==> config.mk <==
export PLATFORM = sky130hd
export DESIGN_NAME = imm_gen_pipe
export DESIGN_NICKNAME = d
export VERILOG_FILES = /design/src/rtl/imm_gen_pipe.sv
export SDC_FILE = /design/constraint.sdc
export NUM_CORES = 1
export LEC_CHECK = 0
export ABC_AREA = 1
export BUFFER_PORTS_ARGS = -buffer_cell sky130_fd_sc_hd__buf_2
export CORE_UTILIZATION = 34
export DETAILED_ROUTE_END_ITERATION = 12
export SYNTH_ARGS = -nofsm -noshare
export SYNTH_HDL_FRONTEND = slang
export SYNTH_SLANG_ARGS = --single-unit
==> constraint.sdc <==
create_clock -name clk -period 1.3 [get_ports clk]
set_clock_uncertainty 0.05 [all_clocks]
set_input_delay 0.13 -clock clk [delete_from_list [all_inputs] [get_ports clk]]
set_output_delay 0.13 -clock clk [all_outputs]
set_load 0.01 [all_outputs]
==> src/rtl/imm_gen_pipe.sv <==
// Purpose : RV32I immediate generator for decode, registered behind a 2-entry main+skid elastic buffer.
// Latency : 1 cycle from input accept to out_valid when the buffer is empty; 1 instruction/cycle sustained.
// Backpr. : in_ready is !skid_valid (register-driven), so out_ready never reaches in_ready combinationally.
//
// Ports:
//   clk, rst                 clock and synchronous active-high reset
//   in_valid/in_ready        upstream handshake; in_instr (32b) and in_pc (XLEN) captured on accept
//   out_valid/out_ready      downstream handshake; out_* fields stay stable while stalled
//   out_instr, out_pc        instruction and PC of the output entry
//   out_imm                  decoded immediate, extended to XLEN
//   out_fmt                  0 NONE, 1 I, 2 S, 3 B, 4 U, 5 J, 6 Z (CSR zimm)
//   out_illegal              unrecognised opcode or instr[1:0] != 2'b11
//
// Build option: define IMM_GEN_ZICSR_EN to decode CSRRWI/CSRRSI/CSRRCI as format Z
// (imm = zero-extended instr[19:15]); otherwise they decode as I-type like the rest of SYSTEM.
//
// Parameter XLEN: 32 or 64.

module imm_gen_pipe #(
    parameter int XLEN = 32
) (
    input  logic            clk,
    input  logic            rst,
    input  logic            in_valid,
    output logic            in_ready,
    input  logic [31:0]     in_instr,
    input  logic [XLEN-1:0] in_pc,
    output logic            out_valid,
    input  logic            out_ready,
    output logic [31:0]     out_instr,
    output logic [XLEN-1:0] out_pc,
    output logic [XLEN-1:0] out_imm,
    output logic [2:0]      out_fmt,
    output logic            out_illegal
);

    localparam logic [2:0] FMT_NONE = 3'd0;
    localparam logic [2:0] FMT_I    = 3'd1;
    localparam logic [2:0] FMT_S    = 3'd2;
    localparam logic [2:0] FMT_B    = 3'd3;
    localparam logic [2:0] FMT_U    = 3'd4;
    localparam logic [2:0] FMT_J    = 3'd5;
    localparam logic [2:0] FMT_Z    = 3'd6;

    localparam logic [6:0] OP_IMM   = 7'b0010011;
    localparam logic [6:0] OP_LOAD  = 7'b0000011;
    localparam logic [6:0] OP_JALR  = 7'b1100111;
    localparam logic [6:0] OP_SYS   = 7'b1110011;
    localparam logic [6:0] OP_STORE = 7'b0100011;
    localparam logic [6:0] OP_BR    = 7'b1100011;
    localparam logic [6:0] OP_LUI   = 7'b0110111;
    localparam logic [6:0] OP_AUIPC = 7'b0010111;
    localparam logic [6:0] OP_JAL   = 7'b1101111;
    localparam logic [6:0] OP_FENCE = 7'b0001111;
    localparam logic [6:0] OP_OP    = 7'b0110011;

    // One buffered decode result.
    typedef struct packed {
        logic [31:0]     instr;
        logic [XLEN-1:0] pc;
        logic [XLEN-1:0] imm;
        logic [2:0]      fmt;
        logic            illegal;
    } entry_t;

    entry_t main_q;
    entry_t skid_q;
    logic   main_vld;
    logic   skid_vld;
    entry_t dec_dat;
    logic   accept;

    // ------------------------------------------------------------------
    // Decode. Every immediate is first formed as a 32-bit value whose
    // bit 31 is already the correct extension bit (instr[31] for the
    // signed formats, 0 for zimm/NONE), then replicated up to XLEN.
    // ------------------------------------------------------------------
    logic [31:0] imm32;
    logic [2:0]  fmt;
    logic        illegal;

    always_comb begin
        imm32   = '0;
        fmt     = FMT_NONE;
        illegal = 1'b0;
        // All recognised opcodes end in 2'b11, so a bad instr[1:0]
        // always lands in the default branch.
        case (in_instr[6:0])
            OP_IMM, OP_LOAD, OP_JALR: begin
                fmt   = FMT_I;
                imm32 = {{20{in_instr[31]}}, in_instr[31:20]};
            end
            OP_SYS: begin
`ifdef IMM_GEN_ZICSR_EN
                if (in_instr[14]) begin
                    fmt   = FMT_Z;
                    imm32 = {27'b0, in_instr[19:15]};
                end else begin
                    fmt   = FMT_I;
                    imm32 = {{20{in_instr[31]}}, in_instr[31:20]};
                end
`else
                fmt   = FMT_I;
                imm32 = {{20{in_instr[31]}}, in_instr[31:20]};
`endif
            end
            OP_STORE: begin
                fmt   = FMT_S;
                imm32 = {{20{in_instr[31]}}, in_instr[31:25], in_instr[11:7]};
            end
            OP_BR: begin
                fmt   = FMT_B;
                imm32 = {{19{in_instr[31]}}, in_instr[31], in_instr[7],
                         in_instr[30:25], in_instr[11:8], 1'b0};
            end
            OP_LUI, OP_AUIPC: begin
                fmt   = FMT_U;
                imm32 = {in_instr[31:12], 12'b0};
            end
            OP_JAL: begin
                fmt   = FMT_J;
                imm32 = {{11{in_instr[31]}}, in_instr[31], in_instr[19:12],
                         in_instr[20], in_instr[30:21], 1'b0};
            end
            OP_FENCE, OP_OP: begin
                fmt   = FMT_NONE;
            end
            default: begin
                // Passed downstream flagged, never dropped.
                illegal = 1'b1;
            end
        endcase
    end

    always_comb begin
        dec_dat           = '0;
        dec_dat.instr     = in_instr;
        dec_dat.pc        = in_pc;
        dec_dat.imm       = {XLEN{imm32[31]}};
        dec_dat.imm[31:0] = imm32;
        dec_dat.fmt       = fmt;
        dec_dat.illegal   = illegal;
    end

    // ------------------------------------------------------------------
    // Elastic buffer. The skid entry only fills when main is stalled, and
    // is always drained into main before new input, keeping FIFO order.
    // ------------------------------------------------------------------
    assign in_ready = ~skid_vld;
    assign accept   = in_valid & in_ready;

    always_ff @(posedge clk) begin
        if (rst) begin
            main_q   <= '0;
            skid_q   <= '0;
            main_vld <= 1'b0;
            skid_vld <= 1'b0;
        end else if (!main_vld || out_ready) begin
            if (skid_vld) begin
                main_q   <= skid_q;
                main_vld <= 1'b1;
                skid_vld <= 1'b0;
            end else if (accept) begin
                // Covers the simultaneous drain+accept case with no bubble.
                main_q   <= dec_dat;
                main_vld <= 1'b1;
            end else begin
                main_vld <= 1'b0;
            end
        end else if (accept) begin
            skid_q   <= dec_dat;
            skid_vld <= 1'b1;
        end
    end

    assign out_valid   = main_vld;
    assign out_instr   = main_q.instr;
    assign out_pc      = main_q.pc;
    assign out_imm     = main_q.imm;
    assign out_fmt     = main_q.fmt;
    assign out_illegal = main_q.illegal;

endmodule

==> summary.txt, run 1 <==
Yosys
  • Mapped Cells: 1190
  • Syn nets: 1258
  • Largest area contributor in the netlist: dfxtp_1
  • Post-synthesis sequential area ratio: 46.4%
  • Synth top area cells: dfxtp_1, nand2_1, o21ai_0, a21oi_1, a31oi_1
  • Mapped cell area: 8720 µm²
  • Cell variety after synth: 27
  • Yosys warning count: 0
  • Flops & latches, synth: 202
  • Top cell type's share of synthesized area: 46.4%
  • Post-Syn Area per Cell: 7.33 µm²

Placement
  • Detailed Place HPWL: 17.3 mm
  • Routability cong.: 0.787
  • Port Buf Inserts: 169
  • Post-place setup slack: -0.220 ns

Clock tree
  • H-tree levels: 1
  • Clock Latency Late Sink: 0.52 ns
  • Clk buf depth: 3
  • Cts bufs inserted: 24
  • Post-CTS Hold Buffers: 67
  • Clk root buf: clkbuf_16
  • Clock slew at reported path FFs: 0.06 ns
  • CTS tree: yes
  • Clock sinks: 202

Finish
  • Antenna diode count: 0
  • Area growth from synthesis to layout: 46.0%
  • Commonest non-fill, non-tap cells in the layout: nand2_1, dfxtp_1, buf_2, a21oi_1, nor2_1
  • Commonest non-fill, non-tap cell in the layout: nand2_1
  • Layout cells sized above 1: 30.2%
  • Nets: 1516
  • Fill cells: 2363
  • Post-layout util: 50.5%

Detailed routing
  • Post-route ant nets: 0
  • # DRC: 0
  • Via count: 9199
  • DRT Wirelength: 30.7 mm
  • Drt wl/cell: 17.1 µm
  • Drt first pass iters: 5
  • DR iter-0 viols: 917
  • Vias per Instance: 5.12

STA
  • Slew margin rel.: 75.7%
  • Worst hold margin: -0.131 ns
  • Fmax: 0.679 GHz
  • Worst slew pin tran: 0.364 ns
  • Final setup vio count: 183
  • Final WS setup: -0.174 ns
  • Min cycle time layout: 1.47 ns
  • Final Max Slew Viols: 0
  • Final period util: 113%
  • Hold Fails Final Rpt: 2
  • RSZ-0062 raised after global routing: true

Global routing
  • Initial antenna violation count: 0
  • Total GRT Usage: 21.0%
  • Vias in the first global route: 8300
  • GRT overflow: 0
  • Largest net degree at the start of global routing: 61
  • First-pass GRT wire length: 44.4 mm

Run status
  • Outcome: finished with violations
  • Failing checks: hold timing, setup timing

Pwr
  • Cell Pwr Density: 1250 nW/µm²
  • Internal power: 11.7 mW
  • Worst vdd ir: 1.09 mV
  • P_sw: 4.16 mW
  • Leak: 5.81 nW
  • Combinational share of power: 14.5%
  • Net Sw Frac: 26.1%
  • Reg power frac: 42.1%
  • Clk pwr share: 43.4%

Die
  • Initial Utilization: 34.6%
  • Die Ht: 162 µm
  • Die width: 162 µm
  • Placeable Area: 25200 µm²
  • I/O pin count: 170
  • Die ar.: 26300 µm²
  • Rows: 58

Worst setup path
  • Crit-path max FO: 28
  • Crit end category: flop
  • CP arrival: 1.82 ns
  • Crit start category: flop
  • Flop2flop setup slack: -0.17 ns
  • Crit path kind: reg2reg
  • WP data required: 1.65 ns

Run
  • Max Cap Viol: 0

Min path
  • HP Class: in2reg
[cell type report]
| cell class | instances | area [µm²] | share of cell area, % |
|---|---|---|---|
| clock inverter | 10 | 104 | 0.816 |
| multi-input combinational | 839 | 4350 | 34.2 |
| tap | 330 | 413 | 3.24 |
| inverter | 55 | 241 | 1.90 |
| sequential | 202 | 4050 | 31.8 |
| timing repair buffer | 326 | 2860 | 22.5 |
| clock buffer | 34 | 709 | 5.57 |
[sequential cells by signal, indices dropped and copies added (netlist names)]
signal / count
out_fmt: 3
out_instr: 32
out_imm: 32
out_illegal: 1
out_pc: 32
out_valid: 1
skid_q: 100
skid_vld: 1
[worst max-delay path, cell delays in order, from the launching register on]
cell,delay [ns]
dfxtp_4,0.36
nor2_2,0.19
nor2_4,0.07
buf_12,0.15
buf_12,0.13
clkbuf_16,0.20
o21ai_2,0.15
a21oi_2,0.04
[power by group through the flow]
stage | Clock (mW) | Sequential [mW] | Combinational, mW
CTS | 7.01 | 6.67 | 2.08
floorplan | 0 | 6.88 | 0.828
finish | 6.90 | 6.70 | 2.30
global placement | 0 | 6.79 | 1.65
detailed placement | 0 | 6.80 | 1.67
global route | 7.28 | 6.73 | 2.48
[kinds of logic after synthesis]
group	synth area share (%)
flip-flops	46.4
AND/OR/NAND/NOR	26.1
AO/OA/AOI/OAI	20.1
buffers and inverters	7.41
[stage by stage]
stage | hold WS [ns] | instances | power (mW) | TNS, ns | instance area (µm²)
6_report | -0.131 | 1796 | 15.9 | -11.91 | 12700
5_1_grt | -0.112 | 1796 | 16.5 | -23.11 | 12700
4_1_cts | -0.149 | 1783 | 15.8 | -8.79 | 12200
3_5_place_dp | 0.349 | 1654 | 8.46 | -21.18 | 10200
3_3_place_gp | 0.342 | 1654 | 8.44 | -19.22 | 10200
2_1_floorplan | 0.223 | 1190 | 7.70 | -0.146 | 8770
[synthesized netlist by cell type]
cell type and number:
buf_2 33, buf_8 1, nand2_1 319, o21ai_1 1, nand2_8 1, inv_1 51
nor2_1 107, a21oi_1 99, buf_4 1, o211ai_1 20, clkbuf_1 52, nor2_4 4
nor2_8 1, inv_2 4, nand3_2 12, a31oi_1 70, nand2_2 15, nor3_1 2
dfxtp_1 202, or2_2 1, a21oi_2 15, nand4_1 2, nand3_1 58, o21ai_0 107
buf_6 4, nand2_4 5, buf_1 3
[path summary, 6_finish.rpt]
path | start | end | cells past startpoint
setup / recovery | skid_vld | out_imm[4] | 7
hold / removal | out_ready | skid_vld | 4
setup reg to reg | skid_vld | out_imm[4] | 7
hold reg to reg | out_imm[6] | out_imm[6] | 2
[metal layers]
layer	GRT usage (%)	part of all wire, %	vias to the layer above
met5	0	0	-
met4	6.52	2.3	0
met3	3.45	5.7	52
met2	34.5	47	301
met1	28.2	45	4372
li1	-	-	4474
[repair_timing]
item | CTS | global route
resized for setup | 112 | 99
gates cloned | 8 | 9
endpoints found under the hold margin | 142 | 2
pin swaps | 20 | 10
buffers inserted | 13 | 6
endpoints found under the setup margin | 201 | 200
No activity file was read; power rests on OpenSTA's default activity.
==> run 2: changes to the inputs <==
- ABC_AREA: 1 -> default
- CTS_CLUSTER_SIZE: default -> 10
==> summary.txt, run 2 <==
Yosys
  • Top cell type's share of synthesized area: 49.1%
  • Flops & latches, synth: 202
  • Async set-or-reset flop fraction in the synthesized netlist: 0%
  • Post-Syn Area per Cell: 8.64 µm²
  • Largest area contributor in the netlist: dfxtp_1
  • Post-synth top cells: dfxtp_1, nand2_1, nor2_1, a211oi_1, a21oi_1
  • Synth Flop Type: dfxtp_1
  • Post-synthesis sequential area ratio: 49.1%
  • Synth top area cells: dfxtp_1, a211oi_1, nand2_1, mux2i_1, a21oi_1
  • Top-count cell post-synth: dfxtp_1
  • Cell variety after synth: 53
  • Syn nets: 1021
  • Yosys warning count: 0
  • Mapped Cells: 953
  • Mapped cell area: 8240 µm²
  • EDFF count, synth: 0

Die
  • I/O pin count: 170
  • Die Ht: 158 µm
  • Initial Utilization: 34.9%
  • Rows: 56
  • Die width: 158 µm
  • Die ar.: 24900 µm²
  • Placeable Area: 23600 µm²

STA
  • Final WS setup: -0.267 ns
  • RSZ-0062 raised after global routing: true
  • Min cycle time layout: 1.57 ns
  • Final setup vio count: 202
  • TNS Setup: -32.35 ns
  • Worst hold margin: -0.00416 ns
  • Worst slew pin tran: 0.531 ns
  • Final Max Slew Viols: 0
  • Hold Fails Final Rpt: 1
  • Final period util: 121%
  • Fmax: 0.638 GHz
  • Slew margin rel.: 64.2%

Worst setup path
  • Crit end category: primary output
  • Crit-path max FO: 5
  • CP arrival: 1.39 ns
  • Crit start category: flop
  • WP data required: 1.12 ns
  • Crit path kind: reg2out

Global routing
  • First-pass GRT wire length: 42.1 mm
  • Initial antenna violation count: 3
  • Vias in the first global route: 7877
  • Total GRT Usage: 21.6%
  • GRT overflow: 0
  • Largest net degree at the start of global routing: 85

Finish
  • Layout cells sized above 1: 38.9%
  • Largest Register: skid_q
  • Register area: 4050 µm²
  • Nets: 1337
  • Fill cells: 2086
  • Area growth from synthesis to layout: 61.2%
  • Commonest non-fill, non-tap cells in the layout: dfxtp_1, nand2_1, buf_2, nor2_1, mux2i_1
  • Commonest non-fill, non-tap cell in the layout: dfxtp_1
  • Largest register FFs: 100
  • Area of the multi-input gates: 4620 µm²

Clock tree
  • H-tree levels: 1
  • CTS tree: yes
  • Clk root buf: clkbuf_16
  • Cts bufs inserted: 25
  • Clock slew at reported path FFs: 0.05 ns
  • Clock sinks: 202
  • Clock Latency Late Sink: 0.51 ns
  • Clk buf depth: 3

Placement
  • Port Buf Inserts: 169
  • Detailed Place HPWL: 15.6 mm
  • Routability cong.: 0.840

Pwr
  • Cell Pwr Density: 1180 nW/µm²
  • Power Total: 15.7 mW
  • Worst vdd ir: 0.666 mV
  • Leak: 5.08 nW

Detailed routing
  • DRT Wirelength: 27.1 mm
  • Via count: 8114
  • Post-route ant nets: 0
  • Drt first pass iters: 5
  • Vias per Instance: 5.08
  • Drt wl/cell: 17.0 µm
  • DR iter-0 viols: 418
  • # DRC: 0

Run status
  • Failing checks: hold timing, setup timing
  • Outcome: finished with violations

Min path
  • HP Class: in2reg

Run
  • Max Cap Viol: 0
## run 2: cell count changes after synthesis, moves of 49 or more
cell      delta
a211oi_1    +93
a31oi_1     -65
inv_1       -49
mux2i_1     +67
nand2_1    -133
nand3_1     -55
o21ai_0     -73
## run 2: cell families after synthesis
| kind of cell | synth area share [%] |
|---|---|
| buffers and inverters | 4.75 |
| DFF | 49.1 |
| muxes | 8.14 |
| AOI/OAI and AO/OA | 20.9 |
| and+or+nand+nor | 17.2 |
## run 2: path summary, 6_finish.rpt
path,from,end,slack [ns],cells past startpoint
worst min register to register,out_imm[19],out_imm[19],0.40,2
worst min-delay path,out_ready,skid_vld,-0.004,4
worst max register to register,out_valid,out_imm[10],-0.25,8
worst max-delay path,skid_vld,in_ready,-0.27,5
## run 2: metrics by stage
| stage | worst slack, ns | std cells | area (µm²) | util (%) |
|---|---|---|---|---|
| after floorplan | -0.0595 | 953 | 8560 | - |
| after detailed placement | -0.285 | 1441 | 10100 | 42.7 |
| after global placement | -0.263 | 1441 | 10100 | 42.7 |
| after global routing | -0.302 | 1596 | 13300 | 56.2 |
| final | -0.267 | 1597 | 13300 | 56.2 |
| after CTS | -0.264 | 1582 | 12700 | 53.8 |
## run 2: area by class of cell
class	count	area share (%)
multi-input cells	666	34.8
clock buffers	30	4.85
clock inverters	5	0.405
inverters	3	0.104
repair buffers	371	26.4
well taps	319	3.01
flip-flops and latches	202	30.5
diodes	1	0.0188
## run 2: worst max-delay path, cell delays in order, from the launching register on
cell     delay [ns]
dfxtp_4        0.39
buf_6          0.12
inv_4          0.03
buf_12         0.12
buf_12         0.11
buf_6          0.11
## run 2: where the power goes
group | total [mW] | switching [mW] | internal (mW)
sequential | 6.68 | 0.178 | 6.50
combinational | 2.80 | 1.38 | 1.42
clock | 6.17 | 2.52 | 3.65
## run 2: timing repair
action                                 CTS  global route
setup buffers                           23            10
endpoints found under the hold margin  175             0
gates cloned                            18             6
pin swaps                               36            43
setup endpoints to repair              201           202
resized for setup                      134            89
hold buffers                            65             0
## run 2: per-layer routing
layer | vias to the layer above | track usage, % | part of all wire [%]
li1 | 3998 | - | -
met1 | 3874 | 28.2 | 46
met2 | 208 | 36.9 | 48
met3 | 30 | 4.19 | 5.1
met4 | 4 | 4.11 | 1.6
met5 | - | 0 | 0.10
